$ cat src/rtl/input_event_scheduler.sv
// input_event_scheduler: edge-captures level requests and issues them as round-robin one-hot pulses with idle gaps
// Ports:
//   clk        system clock, all state on posedge
//   reset_n    asynchronous active-low reset
//   req        level requests, one event per rising edge
//   ready      downstream accept, sampled only while idle
//   out_pulse  registered one-hot single-cycle event pulse
//   out_id     index of last issued requester, held between pulses
//   pending    captured events not yet issued
//   overflow   sticky per-requester lost-event flag
//   busy       scheduler is issuing or waiting out a gap
module input_event_scheduler #(
    parameter int N_REQ      = 4,
    parameter int GAP_CYCLES = 2
) (
    input  logic                     clk,
    input  logic                     reset_n,
    input  logic [N_REQ-1:0]         req,
    input  logic                     ready,
    output logic [N_REQ-1:0]         out_pulse,
    output logic [$clog2(N_REQ)-1:0] out_id,
    output logic [N_REQ-1:0]         pending,
    output logic [N_REQ-1:0]         overflow,
    output logic                     busy
);
    localparam int IW = $clog2(N_REQ);

    typedef enum logic [1:0] {IDLE, ISSUE, GAP} state_t;

    state_t         state, state_n;
    logic [N_REQ-1:0] req_prev, rise, gnt, pulse_n, pending_n, overflow_n;
    logic [IW-1:0]  ptr, ptr_n, win, id_n;
    logic [IW:0]    idx;
    logic           found;
    logic [7:0]     cnt, cnt_n;

    assign rise = req & ~req_prev;
    assign busy = state != IDLE;

    // round-robin search starting at ptr, wrapping modulo N_REQ
    always_comb begin
        win   = '0;
        found = 1'b0;
        idx   = '0;
        for (int k = 0; k < N_REQ; k++) begin
            idx = {1'b0, ptr} + (IW+1)'(k);
            idx = idx >= (IW+1)'(N_REQ) ? idx - (IW+1)'(N_REQ) : idx;
            if (!found && pending[idx[IW-1:0]]) begin
                found = 1'b1;
                win   = idx[IW-1:0];
            end
        end
    end

    always_comb begin
        state_n = state;
        gnt     = '0;
        pulse_n = '0;
        id_n    = out_id;
        ptr_n   = ptr;
        cnt_n   = cnt;
        case (state)
            IDLE: if (found && ready) begin
                state_n  = ISSUE;
                gnt[win] = 1'b1;
                pulse_n  = gnt;
                id_n     = win;
                ptr_n    = win == IW'(N_REQ-1) ? '0 : win + 1'b1;
            end
            ISSUE: begin
                state_n = GAP_CYCLES > 0 ? GAP : IDLE;
                cnt_n   = 8'(GAP_CYCLES);
            end
            GAP: begin
                state_n = cnt <= 8'd1 ? IDLE : GAP;
                cnt_n   = cnt - 8'd1;
            end
            default: state_n = IDLE;
        endcase
        // a rise coinciding with its own grant re-arms pending instead of overflowing
        pending_n  = (pending & ~gnt) | rise;
        overflow_n = overflow | (rise & pending & ~gnt);
    end

    always_ff @(posedge clk or negedge reset_n) begin
        if (!reset_n) begin
            state     <= IDLE;
            req_prev  <= '0;
            out_pulse <= '0;
            out_id    <= '0;
            pending   <= '0;
            overflow  <= '0;
            ptr       <= '0;
            cnt       <= '0;
        end else begin
            state     <= state_n;
            req_prev  <= req;
            out_pulse <= pulse_n;
            out_id    <= id_n;
            pending   <= pending_n;
            overflow  <= overflow_n;
            ptr       <= ptr_n;
            cnt       <= cnt_n;
        end
    end
endmodule

$ cat config.mk
export PLATFORM = sky130hd
export DESIGN_NAME = input_event_scheduler
export DESIGN_NICKNAME = d
export VERILOG_FILES = /design/src/rtl/input_event_scheduler.sv
export SDC_FILE = /design/constraint.sdc
export NUM_CORES = 1
export LEC_CHECK = 0
export ABC_AREA = 1
export CAP_MARGIN = 25
export CORE_AREA = 4 4 57 65
export DETAILED_ROUTE_END_ITERATION = 8
export DIE_AREA = 0 0 61 69
export PLACE_DENSITY_LB_ADDON = 0.12
export SYNTH_ARGS = -nofsm -noshare
export SYNTH_HDL_FRONTEND = slang
export SYNTH_SLANG_ARGS = --single-unit
$ cat constraint.sdc
create_clock -name clk -period 2.15 [get_ports clk]
set_input_delay 0.43 -clock clk [delete_from_list [all_inputs] [get_ports clk]]
set_output_delay 0.43 -clock clk [all_outputs]
set_load 0.005 [all_outputs]
==> metrics.cfg <==
[placed_design]
gp_congestion=0.814
dpl.hpwl_um=2540
io_buffers=21
dp.cells=254

[setup_path]
slowest_delay_ns=0.51
worst_setup_path_end_kind=output port
cp_max_fo=3
cpMostUsedCell=inv_1
cpMaxStageDelayCell=clkdlybuf4s50_1
cp-startpoint=state[1]
worstReg2RegEnd=overflow[3]
worstSetupPathType=reg2out
cp-start-kind=flip-flop
rrSetupSlack_ns=0.13
crit_end=busy
required_ns=1.72
crit_chain=inv_1, ha_1, inv_1, clkdlybuf4s50_1
r2r_cells=13
arrival_ns=1.60
reg2reg_from=ptr[0]

[yosys]
synth_top_family_by_area=simple AND/OR/NAND/NOR gates
synth_xor_xnor_area_share=0.0165
synthCells=197
synth_mux_area_frac=0
synth_top_area_cell=dfrtp_1
synth_area_per_cell_um2=8.10
ys_seq_elements=30
syn-num-nets=212
ys_warn_count=0
synth_top_area_share=0.471
synth_compound_area_frac=0.0612
yosysSeqAreaShare=0.471
yosysUniqueCellTypes=27
synth_area_um2=1600
yosys.area_share.simple=0.301
ys_top_cells_by_area=dfrtp_1 47%, nand2_1 14%, inv_1 7.1%, ha_1 6.3%, nand3_1 3.8%
synth-adder-area-share=0.0627

[worst_hold_path]
hp-class=in2async

[clock_tree]
cts_buffers=5
clk_latency_ns=0.34
cts.path.max_buffers=2
cts_tree=yes
root_buffer=clkbuf_4
clk_pin_slew_ns=0.10
numClockSinks=30
htreeDepth=2

[timing]
setup_viol=0
final-max-slew-violation-count=0
hold_viol=0
clock_skew_ns=0.0118
fmax_ghz=0.493
period_needed_ns=2.03
slew_headroom=0.756
timing.final.crit_share=0.943
tightest_slew_ns=0.365

[floorplan]
start_util=0.533
die_h_um=69
die-area_um2=4210
die_x_um=61
rows=21
io_pins=22
core_area_um2=3000

[power]
vdd_drop_max_mv=0.897
p_total_w=0.00289
power_density_nw_per_um2=1460
p_leak_nw=1.07

[drt]
post_drt_wl_per_cell_um=12.4
dr.pass1.iters=4
routed_wirelength_um=3300
vias_per_cell=4.98
drt_iter0_drc=52
vias=1324
drc=0
drtAntennaViolNets=0

[global_route]
grt_overflow_total=0
grt_pass1_vias=1345
grt_first_pass_wirelength_um=5630
antenna_found_initial=0
grt_max_degree=31
track_usage=0.173

[layout]
n_antenna_cell=0
layout-drive-gt1-share=0.172
stdcell_count=266
syn2layout_area_growth_pct=23.6
fillers=275
layout.nets=246

[run]
cap_violations=0

[status]
status=complete, no violations

metal layers:
metal,vias up,GRT usage,share of wire
li1,681,-,-
met1,599,0.211,0.44
met2,34,0.270,0.47
met3,10,0.0634,0.061
met4,0,0.0723,0.026
met5,-,0,0
worst max-delay path: cells and delay by family, from the launching register on:
kind	cells	cell delay (ns)
DFF	1	0.37
buffers and inverters	3	0.70
adders and majority gates	1	0.20
registers in the layout (all words and copies together), names as in the netlist:
signal,flops
state,2
out_id,2
req_prev,4
cnt,8
out_pulse,4
overflow,4
ptr,2
pending,4
power by group:
group          total [W]  switching, W  leakage [nW]  internal, W
Sequential      0.000850      0.000124         0.354     0.000726
Combinational    0.00168      0.000996         0.679     0.000682
Clock           0.000357      0.000199        0.0353     0.000158
Total            0.00289       0.00132          1.07      0.00157
cell families after synthesis:
group,Yosys count
adders and majority gates,8
and+or+nand+nor,104
DFF,30
xor gates and xnor gates,3
buffers and inverters,35
AOI/OAI and AO/OA,17
final cells by class:
cell class	instances	area [um^2]	area share
Sequential cell	30	752	0.381
Tap cell	34	42.5	0.0216
Timing Repair Buffer	29	270	0.137
Multi-Input combinational cell	132	723	0.367
Clock inverter	1	5.00	0.00254
Clock buffer	7	55.1	0.0279
Inverter	33	124	0.0628
cell usage in the layout (no fill, tap or decap), types with 2 or more instances in the layout:
cell / instances
nand2_1: 57
dfrtp_1: 29
inv_1: 28
clkdlybuf4s50_1: 21
nor2_1: 12
nand3_1: 10
nand2_2: 9
ha_1: 8
buf_4: 8
inv_2: 5
nand4_1: 5
clkbuf_4: 5
o21ai_1: 4
o21ai_0: 4
o21ai_2: 3
nand3_2: 3
nor3_1: 3
a21oi_1: 3
xor2_1: 2
per-stage QoR:
step                hold WS [ns]  setup WS [ns]  utilization  TNS [ns]  cell area (um^2)
floorplan                  0.134          0.391            -         0              1600
global route               0.494       -0.00803        0.658  -0.00803              1970
CTS                        0.481         0.0631        0.642         0              1920
detailed placement         0.449        0.00908        0.622         0              1860
global placement           0.444         0.0985        0.622         0              1860
finish                     0.467          0.124        0.658         0              1970
cell usage after synthesis (all sizes together):
| master | n |
|---|---|
| nand2 | 67 |
| inv | 33 |
| dfrtp | 30 |
| nand3 | 14 |
| nor2 | 14 |
| o21ai | 11 |
| ha | 8 |
| nand4 | 5 |
| a21oi | 3 |
| nor3 | 3 |
| xor2 | 2 |
| a31oi | 1 |
| buf | 1 |
| clkbuf | 1 |
| nor3b | 1 |
| o211ai | 1 |
| o22ai | 1 |
| xnor2 | 1 |
how the worst min path moves through the flow:
stage	start	end	slack, ns
after floorplan	reset_n	cnt[0]	0.13
after global placement	overflow[2]	overflow[2]	0.44
after detailed placement	overflow[0]	overflow[0]	0.45
after CTS	reset_n	cnt[6]	0.48
after global routing	reset_n	cnt[6]	0.49
final	reset_n	cnt[6]	0.47
repair_timing:
| item | CTS | global route |
|---|---|---|
| endpoints found under the setup margin | 2 | 5 |
| endpoints found under the hold margin | 0 | 0 |
| gates resized for setup | 1 | 9 |
| hold buffers | 0 | 0 |
| buffers inserted | 0 | 4 |
| pin swaps | 0 | 6 |
No activity file was read; power rests on OpenSTA's default activity.
